## src/rtl/interrupt_unit_pkg.sv

```systemverilog
// Shared definitions for the interrupt unit and the decoder that consumes it.
//   - system register indices addressed by RSR/WSR
//   - bit positions inside PCS
//   - FSM state encoding for the acknowledge sequencer
//   - pcSel value the decoder uses to take the interrupt redirect
package interrupt_unit_pkg;

  localparam logic [3:0] SR_PCS = 4'd0;
  localparam logic [3:0] SR_IHA = 4'd1;
  localparam logic [3:0] SR_IRA = 4'd2;
  localparam logic [3:0] SR_IDN = 4'd3;

  localparam int PCS_IE  = 0;
  localparam int PCS_OIE = 1;

  localparam logic ST_IDLE = 1'b0;
  localparam logic ST_ACK  = 1'b1;

  localparam logic [1:0] PCSEL_INTA = 2'b11;

endpackage

```

## src/rtl/irq_prio_enc.sv

```systemverilog
// Lowest-index-first priority encoder over the pending interrupt vector.
//   req_i   : pending request bits, bit 0 highest priority
//   valid_o : at least one request is set
//   idx_o   : index of the lowest set bit (0 when none)
module irq_prio_enc #(
  parameter int NUM_IRQ = 4
) (
  input  logic [NUM_IRQ-1:0] req_i,
  output logic               valid_o,
  output logic [3:0]         idx_o
);

  // Scanning high to low lets the lowest set bit overwrite the result last.
  always_comb begin
    valid_o = 1'b0;
    idx_o   = 4'd0;
    for (int i = NUM_IRQ - 1; i >= 0; i--) begin
      if (req_i[i]) begin
        valid_o = 1'b1;
        idx_o   = 4'(i);
      end
    end
  end

endmodule

```

## src/rtl/interrupt_unit.sv

```systemverilog
// Interrupt sequencing and system registers beside the decode stage.
//   clk, reset_n      : system clock, asynchronous active-low reset
//   irq               : level-high requests, latched into a pending vector
//   stall             : pipeline hold, blocks taking an interrupt
//   pcIn              : PC in decode, saved as the return address
//   isReti/isRSR/isWSR: decoded system-instruction flags
//   sysRegAddr        : system register index (PCS/IHA/IRA/IDN)
//   wrtData           : WSR write data
//   sysDataOut        : RSR read data (0 when not reading)
//   intaSig           : one-cycle acknowledge strobe to the decoder
//   intaAddr          : redirect target (handler, or return address on RETI)
//
// state   | meaning
// --------+--------------------------------------------------------
// ST_IDLE | waiting for an enabled pending request
// ST_ACK  | acknowledge cycle, decoder redirects to IHA
module interrupt_unit
  import interrupt_unit_pkg::*;
#(
  parameter int                        DATA_BIT_WIDTH = 32,
  parameter int                        NUM_IRQ        = 4,
  parameter logic [DATA_BIT_WIDTH-1:0] IHA_RESET      = 'h0000_0100
) (
  input  logic                      clk,
  input  logic                      reset_n,
  input  logic [NUM_IRQ-1:0]        irq,
  input  logic                      stall,
  input  logic [DATA_BIT_WIDTH-1:0] pcIn,
  input  logic                      isReti,
  input  logic                      isRSR,
  input  logic                      isWSR,
  input  logic [3:0]                sysRegAddr,
  input  logic [DATA_BIT_WIDTH-1:0] wrtData,
  output logic [DATA_BIT_WIDTH-1:0] sysDataOut,
  output logic                      intaSig,
  output logic [DATA_BIT_WIDTH-1:0] intaAddr
);

  logic                      state_q, state_d;
  logic [NUM_IRQ-1:0]        pend_q, pend_d;
  logic                      ie_q, ie_d;
  logic                      oie_q, oie_d;
  logic [DATA_BIT_WIDTH-1:0] iha_q, iha_d;
  logic [DATA_BIT_WIDTH-1:0] ira_q, ira_d;
  logic [3:0]                idn_q, idn_d;

  logic                      sel_valid;
  logic [3:0]                sel_idx;
  logic                      take;
  logic [NUM_IRQ-1:0]        clr_mask;

  irq_prio_enc #(.NUM_IRQ(NUM_IRQ)) u_prio_enc (
    .req_i   (pend_q),
    .valid_o (sel_valid),
    .idx_o   (sel_idx)
  );

  assign intaSig = (state_q == ST_ACK);

  // RETI/WSR in decode defer the take so a freshly written IE is only seen
  // the following cycle.
  assign take = (state_q == ST_IDLE) & sel_valid & ie_q & ~stall
              & ~isReti & ~isWSR;

  assign clr_mask = take ? (NUM_IRQ'(1) << sel_idx) : '0;

  always_comb begin
    state_d = state_q;
    // Clear is applied after the set, so the acknowledged line stays cleared
    // even if its request is still high in the entry cycle.
    pend_d  = (pend_q | irq) & ~clr_mask;
    ie_d    = ie_q;
    oie_d   = oie_q;
    iha_d   = iha_q;
    ira_d   = ira_q;
    idn_d   = idn_q;

    if (take) begin
      state_d = ST_ACK;
      ira_d   = pcIn;
      idn_d   = sel_idx;
      oie_d   = ie_q;
      ie_d    = 1'b0;
    end else if (state_q == ST_ACK) begin
      state_d = ST_IDLE;
    end

    if (!intaSig && isReti) begin
      ie_d = oie_q;
    end

    if (!intaSig && isWSR) begin
      case (sysRegAddr)
        SR_PCS: begin
          ie_d  = wrtData[PCS_IE];
          oie_d = wrtData[PCS_OIE];
        end
        SR_IHA:  iha_d = wrtData;
        SR_IRA:  ira_d = wrtData;
        SR_IDN:  idn_d = wrtData[3:0];
        default: ;
      endcase
    end
  end

  always_ff @(posedge clk or negedge reset_n) begin
    if (!reset_n) begin
      state_q <= ST_IDLE;
      pend_q  <= '0;
      ie_q    <= 1'b0;
      oie_q   <= 1'b0;
      iha_q   <= IHA_RESET;
      ira_q   <= '0;
      idn_q   <= 4'd0;
    end else begin
      state_q <= state_d;
      pend_q  <= pend_d;
      ie_q    <= ie_d;
      oie_q   <= oie_d;
      iha_q   <= iha_d;
      ira_q   <= ira_d;
      idn_q   <= idn_d;
    end
  end

  always_comb begin
    sysDataOut = '0;
    if (isRSR) begin
      case (sysRegAddr)
        SR_PCS:  sysDataOut = {{(DATA_BIT_WIDTH-2){1'b0}}, oie_q, ie_q};
        SR_IHA:  sysDataOut = iha_q;
        SR_IRA:  sysDataOut = ira_q;
        SR_IDN:  sysDataOut = {{(DATA_BIT_WIDTH-4){1'b0}}, idn_q};
        default: sysDataOut = '0;
      endcase
    end
  end

  always_comb begin
    intaAddr = iha_q;
    if (!intaSig && isReti) begin
      intaAddr = ira_q;
    end
  end

endmodule

```

## config.mk

```make
export PLATFORM = sky130hd
export DESIGN_NAME = interrupt_unit
export DESIGN_NICKNAME = d
export VERILOG_FILES = /design/src/rtl/interrupt_unit_pkg.sv /design/src/rtl/irq_prio_enc.sv /design/src/rtl/interrupt_unit.sv
export SDC_FILE = /design/constraint.sdc
export NUM_CORES = 1
export LEC_CHECK = 0
export CAP_MARGIN = 20
export CORE_UTILIZATION = 42
export CTS_CLUSTER_SIZE = 28
export DETAILED_ROUTE_END_ITERATION = 8
export PLACE_DENSITY = 0.87
export SYNTH_ARGS = -nofsm -noshare
export SYNTH_HDL_FRONTEND = slang
export SYNTH_HIERARCHICAL = 1
export SYNTH_SLANG_ARGS = --single-unit
```

## constraint.sdc

```tcl
create_clock -name clk -period 1.6 [get_ports clk]
set_clock_uncertainty 0.2 [all_clocks]
set_input_delay 0.32 -clock clk [delete_from_list [all_inputs] [get_ports clk]]
set_output_delay 0.32 -clock clk [all_outputs]
set_load 0.01 [all_outputs]
```

==> summary.md, run 1 <==
| Metric | Value |
|---|---|
| Min Clock Period, post-route | roughly 2.2 ns |
| Synth top area share | 42.71% |
| Final worst-path cycle share | 135.6% |
| Leakage | 0.003597 uW |
| Placed Instances | 691 |
| Chip Width | a little over 100 um |
| Setup violators final | 140 |
| Reg2reg path depth | 8 |
| Post-DP HPWL | 9872 um |
| Layout cells sized above 1 | 63.09% |
| First-pass GRT wire length | 30380 um |
| Initial antenna violation count | 1 |
| GRT Residual Overflow | 0 |
| Die height | 103.6 um |
| Starting Density | 43.75% |
| Vias in the first global route | 5275 |
| Design area | 8539 um^2 |
| CP max-delay cell | nor4b_4 |
| Worst-path maximum fanout | 8 |
| Syn avg cell area | 10.50 um^2 |
| FF+latch count, synth | 75 |
| Clock transition at path regs | 0.09 ns |
| DRT iter0 DRCs | roughly 410 |
| Worst Path Buf+Inv | 6 |
| Met1 Wirelength | 7936 um |
| CTS tree | done |
| Rows | 36 |
| Reg-to-reg endpoint | ira_q[16]$_DFF_PN0_ |
| Post-Route WL | about 24000 um |
| Routability cong. | 0.8682 |
| Clock buffer depth | 2 |
| Failing checks | negative setup slack |
| DRC | 0 |
| Pwr Density | 916.1 nW/um^2 |
| Asr flop ratio synth | 100.0% |
| Tot GR Track Use | 36.90% |
| Setup crit end kind | output port |
| Clk root buf | clkbuf_8 |
| Pre-CTS WS | -1.301 ns |
| WP data required | 1.08 ns |
| Critical path data arrival time | 1.65 ns |
| Clk sink count | 75 |
| EDFF count, synth | 0 |
| Syn-to-layout area delta | 96.97% |
| Most numerous cell in the Yosys netlist | dfrtp_1 |
| Yosys warning count | 6 |
| Max layer used | met4 |
| WL/cell | around 30 um |
| Crit Path Class | in2out |
| CTS H-tree depth | 3 |
| CTS buffer count | 9 |
| Netlist cell types | 40 |
| Reg-to-reg startpoint | intaSig$_DFF_PN0_ |
| Die footprint | 10730 um^2 |
| Clk_lat worst skew | about 0.36 ns |
| Via count | 5390 |
| Largest area contributor in the netlist | dfrtp_1 |
| VDD IR max | about 0.6 mV |
| Non-Filler Instances | 795 |
| Slowest stage delay, CP | about 0.41 ns |
| Routed Antenna Nets | 0 |
| CP top delay family | buffers and inverters |
| Max-slew violation count | 0 |
| Pin count of the biggest net entering global routing | 76 |
| Setup WS post-layout | -0.5690 ns |
| Worst hold path class | in2async |
| Vias/cell | 6.780 |
| NumNets Final | 734 |
| Critical Path Source Type | input pin |
| Met3 wire len | between 2000 and 3000 um |
| Max-Cap Viols | 0 |
| Flop-to-flop setup slack | -0.54 ns |
| Primary FF master, synth | dfrtp_1 |
| WL met2 | 11130 um |
| Hold Worst Slack | 0.3123 ns |
| Port bufs | roughly 140 |
| Area contributors post-synth | dfrtp_1 (43%), mux2_1 (16%), a2bb2oi_1 (6.9%) |
| Status | complete, but fails checks |
| Placed cell area | between 6000 and 7000 um^2 |
| Sequential area share after synthesis | 43.32% |
| Max Fclk | 461.0 MHz |
| Hold Vio Cnt, Final | 0 |
| DRT Pass-1 Iters | 6 |
| Core Area | 9910 um^2 |
| Synthesized netlist cell count | 413 |
| Mapped cell area | 4335 um^2 |
| Most frequent cells after synthesis | dfrtp_1 (74), mux2_1 (61), nor2_1 (39), a2bb2oi_1 (34), a32oi_1 (33) |
| Crit path cell chain | buf_8, nor4b_4, buf_12, buf_8, buf_12, buf_6, a22oi_2, nor2_2, buf_2 |
| RSZ-0062 raised after global routing | true |
| Top-level I/O count | 143 |
==> through the flow <==
stage | TNS, ns | total power [uW] | utilization (%)
finish | -61.36 | 7823 | 86.17
global route | -65.69 | 8062 | 86.15
CTS | -54.88 | 7033 | 79.46
detailed placement | -120.15 | 4808 | 64.53
global placement | -115.69 | 4685 | 64.53
floorplan | -4.038 | 3769 | -
==> repair_timing <==
item	in CTS	in global routing
endpoints found under the setup margin	140	140
hold buffers	1	0
gates resized for setup	481	123
pin swaps	103	45
setup buffers	46	39
cloned	18	5
endpoints found under the hold margin	74	0
==> cell families (layout without fill, tap and decap cells) <==
group                  after synthesis  in the layout  share of synthesized area, %
multiplexers                        69             69                         17.86
buffers and inverters               49            296                         5.512
AO/OA/AOI/OAI                      147            147                         24.96
other                                1              3                       0.08650
AND/OR/NAND/NOR                     72             72                         8.254
flip-flops                          75             75                         43.32
==> worst register-to-register path: stages (launching register included) <==
cell       delay [ns]
dfrtp_2          0.41
buf_4            0.13
buf_6            0.11
or4_4            0.50
buf_6            0.16
buf_12           0.12
buf_16           0.14
o21ai_2          0.16
a2bb2oi_1        0.10
==> layout make-up <==
cell class | count | area, um^2
Clock buffer | 10 | 127.6
Tap cell | 133 | 166.4
Clock inverter | 6 | 88.84
Sequential cell | 75 | 1879
Fill cell | 445 | 1370
Antenna cell | 1 | 2.502
Timing Repair Buffer | 278 | 3119
Inverter | 2 | 7.507
Multi-Input combinational cell | 290 | 3148
==> report_power, final <==
part	switching [uW]	internal, uW
clock	813	883
combinational	1370	1800
sequential	605	2360
==> worst max-delay path by stage <==
stage | startpoint | end | cells after the start
floorplan | sysRegAddr[2] | sysDataOut[25] | 5
global placement | sysRegAddr[3] | sysDataOut[17] | 7
detailed placement | sysRegAddr[3] | sysDataOut[12] | 7
CTS | sysRegAddr[3] | sysDataOut[20] | 9
global route | sysRegAddr[0] | sysDataOut[14] | 9
finish | sysRegAddr[0] | sysDataOut[14] | 9
==> metal layers <==
layer / vias to the layer above / GRT usage, %
met5: - / 0
met4: 0 / 20.60
met3: 193 / 8.748
met2: 513 / 62.51
met1: 2587 / 42.87
li1: 2097 / -
==> placed cells by master, fill, tap and decap left out, drive strengths merged, types with 2 or more instances in the layout <==
cell type        n
bufinv           2
o21ai           37
nand4            2
nor4b            2
a2bb2oi         34
buf            198
clkbuf          16
nand2            6
nor2            39
dlygate4sd2      2
a21oi            5
a32oi           33
nand3            3
mux2            67
nor4             2
mux2i            2
nor3             8
nand2b           3
conb             2
a22oi           29
inv              3
clkinvlp         2
dfrtp           74
clkdlybuf4s50   70
a31oi            6
==> state kept, by name (all words and copies together), names as in the netlist <==
signal	cells
pend_q	4
ira_q	32
iha_q	32
idn_q	4
ie_q	1
intaSig	1
oie_q	1
No activity file was read; power rests on OpenSTA's default activity.
==> run 2, diff against run 1 <==
--- a/config.mk
+++ b/config.mk
@@ -6,8 +6,8 @@
 export NUM_CORES = 1
 export LEC_CHECK = 0
 export CAP_MARGIN = 20
+export CORE_ASPECT_RATIO = 1.25
 export CORE_UTILIZATION = 42
-export CTS_CLUSTER_SIZE = 28
 export DETAILED_ROUTE_END_ITERATION = 8
 export PLACE_DENSITY = 0.87
 export SYNTH_ARGS = -nofsm -noshare
==> summary.md, run 2 (synthesized netlist as in run 1, its figures left out) <==
| Metric | Value |
|---|---|
| Starting Density | 43.12% |
| GRT Residual Overflow | 0 |
| Vias/cell | 6.646 |
| Layout cells sized above 1 | 61.09% |
| Max-Cap Viols | 0 |
| Initial antenna violation count | 0 |
| Via count | between 5000 and 6000 |
| DRT Pass-1 Iters | 5 |
| Post-Route WL | 21330 um |
| Setup crit end kind | output port |
| Non-Filler Instances | 769 |
| Flop-to-flop setup slack | -0.52 ns |
| Die height | 115.6 um |
| Clk root buf | clkbuf_16 |
| Syn-to-layout area delta | 90.48% |
| Leakage | between 0.003 and 0.004 uW |
| Top-level I/O count | 143 |
| Crit Path Class | reg2out |
| Reg-to-reg startpoint | intaSig$_DFF_PN0_ |
| Rows | 41 |
| Setup TNS | -59.50 ns |
| Clock buffer depth | 2 |
| RSZ-0062 raised after global routing | true |
| Pwr Density | 996.7 nW/um^2 |
| Commonest non-fill, non-tap cells in the layout | dfrtp_1 (73), clkdlybuf4s50_1 (70), buf_6 (52) |
| Final worst-path cycle share | 137.2% |
| Max-slew violation count | 0 |
| Port bufs | around 140 |
| Setup WS post-layout | -0.5959 ns |
| Pin count of the biggest net entering global routing | 39 |
| CTS buffer count | 9 |
| Tot GR Track Use | 33.93% |
| Worst hold path class | in2async |
| Antenna diodes | 0 |
| DRC | 0 |
| Min Clock Period, post-route | 2.196 ns |
| Routability cong. | between 0.9 and 1 |
| CTS tree | done |
| Hold Vio Cnt, Final | 0 |
| Critical Path Source Type | flop |
| CTS H-tree depth | 3 |
| Clk sink count | 75 |
| WP data required | between 1 and 1.5 ns |
| Worst-path maximum fanout | 4 |
| Clock transition at path regs | 0.07 ns |
| Slowest stage delay, CP | 0.42 ns |
| NumNets Final | 713 |
| Vias in the first global route | 5114 |
| Core Area | 10050 um^2 |
| Failing checks | negative setup slack |
| WL/cell | 27.73 um |
| Crit path cell chain | nand2b_4, buf_4, buf_16, mux2_2, buf_2 |
| Largest registers | iha_q (32), ira_q (32) |
| Post-DP HPWL | 10020 um |
| Clk_lat worst skew | 0.35 ns |
| VDD IR max | 0.5741 mV |
| Layout fillers | 514 |
| CP max-delay cell | dfrtp_2 |
| Reg-to-reg endpoint | ie_q$_DFF_PN0_ |
| Die footprint | 10740 um^2 |
| Max Fclk | 455.4 MHz |
| Routed Antenna Nets | 0 |
| Chip Width | 92.88 um |
| DRT iter0 DRCs | about 440 |
| Commonest non-fill, non-tap cell in the layout | dfrtp_1 |
| Critical path data arrival time | ~1.7 ns |
| Setup violators final | 140 |
| Reg2reg path depth | 7 |
| Placed Instances | just under 700 |
| Status | complete, but fails checks |
| First-pass GRT wire length | around 28000 um |
## run 2: changes by cell type in the layout (fill, tap and decap cells not counted), moves of 4 or more
cell       before  now
clkbuf_16       4   11
a32oi_2         2    6
buf_2          31   36
clkbuf_8        9    1
o21ai_2        19   14
buf_6          67   52
a32oi_1        31   27
## run 2: final cells by class
type / instances / area (um^2) / area share, %
clock buffer: 11 / 242.7 / 2.939
timing repair buffer: 257 / 2765 / 33.48
sequential: 75 / 1879 / 22.76
tap: 129 / 161.4 / 1.955
inverter: 2 / 7.507 / 0.09091
multi-input combinational: 290 / 3124 / 37.83
clock inverter: 5 / 77.57 / 0.9394
## run 2: worst max-delay path: cells and delay by family, from the launching register on
kind | cells | cell delay [ns]
multiplexers | 1 | 0.28
AND/OR/NAND/NOR | 1 | 0.19
flip-flops | 1 | 0.42
buffers and inverters | 3 | 0.44
## run 2: routing by layer
layer | GRT usage (%) | part of all wire, % | vias up
li1 | - | - | 2041
met1 | 39.56 | 36 | 2543
met2 | 58.63 | 50 | 393
met3 | 7.152 | 7.9 | 134
met4 | 17.85 | 6.7 | 0
met5 | 0 | 0 | -
## run 2: per-stage QoR
stage | total power (uW) | util (%) | setup slack [ns] | instance area (um^2) | hold WS (ns)
global route | 8462 | 82.13 | -0.6332 | 8258 | 0.1986
finish | 8231 | 82.13 | -0.5959 | 8258 | 0.1786
CTS | 7503 | 75.93 | -0.5274 | 7635 | 0.1783
global placement | 4718 | 63.58 | -1.272 | 6392 | -0.007589
detailed placement | 4826 | 63.58 | -1.303 | 6392 | -0.004772
floorplan | 3769 | - | -0.1103 | 4611 | -0.1756
## run 2: timing repair
item / in CTS / in global routing
cloned: 15 / 3
pin swaps: 36 / 100
gates resized for setup: 453 / 132
endpoints found under the setup margin: 140 / 139
hold buffers: 1 / 0
hold endpoints to repair: 74 / 0
setup buffers: 35 / 17
## run 2: how the worst max path moves through the flow
| stage | slack (ns) | startpoint | endpoint | cells after the start |
|---|---|---|---|---|
| 2_1_floorplan | -0.11 | sysRegAddr[2] | sysDataOut[25] | 5 |
| 6_report | -0.60 | intaSig$_DFF_PN0_ | intaAddr[9] | 5 |
| 4_1_cts | -0.53 | intaSig$_DFF_PN0_ | intaAddr[19] | 5 |
| 3_3_place_gp | -1.27 | sysRegAddr[3] | sysDataOut[24] | 6 |
| 5_1_grt | -0.63 | intaSig$_DFF_PN0_ | intaAddr[9] | 5 |
| 3_5_place_dp | -1.30 | sysRegAddr[3] | sysDataOut[24] | 6 |
## run 2: power breakdown
| group | internal, uW | switching (uW) |
|---|---|---|
| Combinational | 1730 | 1290 |
| Clock | 1410 | 851 |
| Sequential | 2360 | 593 |
| Total | 5500 | 2740 |
==> run 3, diff against run 2 <==
--- a/config.mk
+++ b/config.mk
@@ -10,6 +10,7 @@
 export CORE_UTILIZATION = 42
 export DETAILED_ROUTE_END_ITERATION = 8
 export PLACE_DENSITY = 0.87
+export SLEW_MARGIN = 30
 export SYNTH_ARGS = -nofsm -noshare
 export SYNTH_HDL_FRONTEND = slang
 export SYNTH_HIERARCHICAL = 1
==> results of run 3 <==
No change in the layout: final DEF, timing and power equal those of run 2.
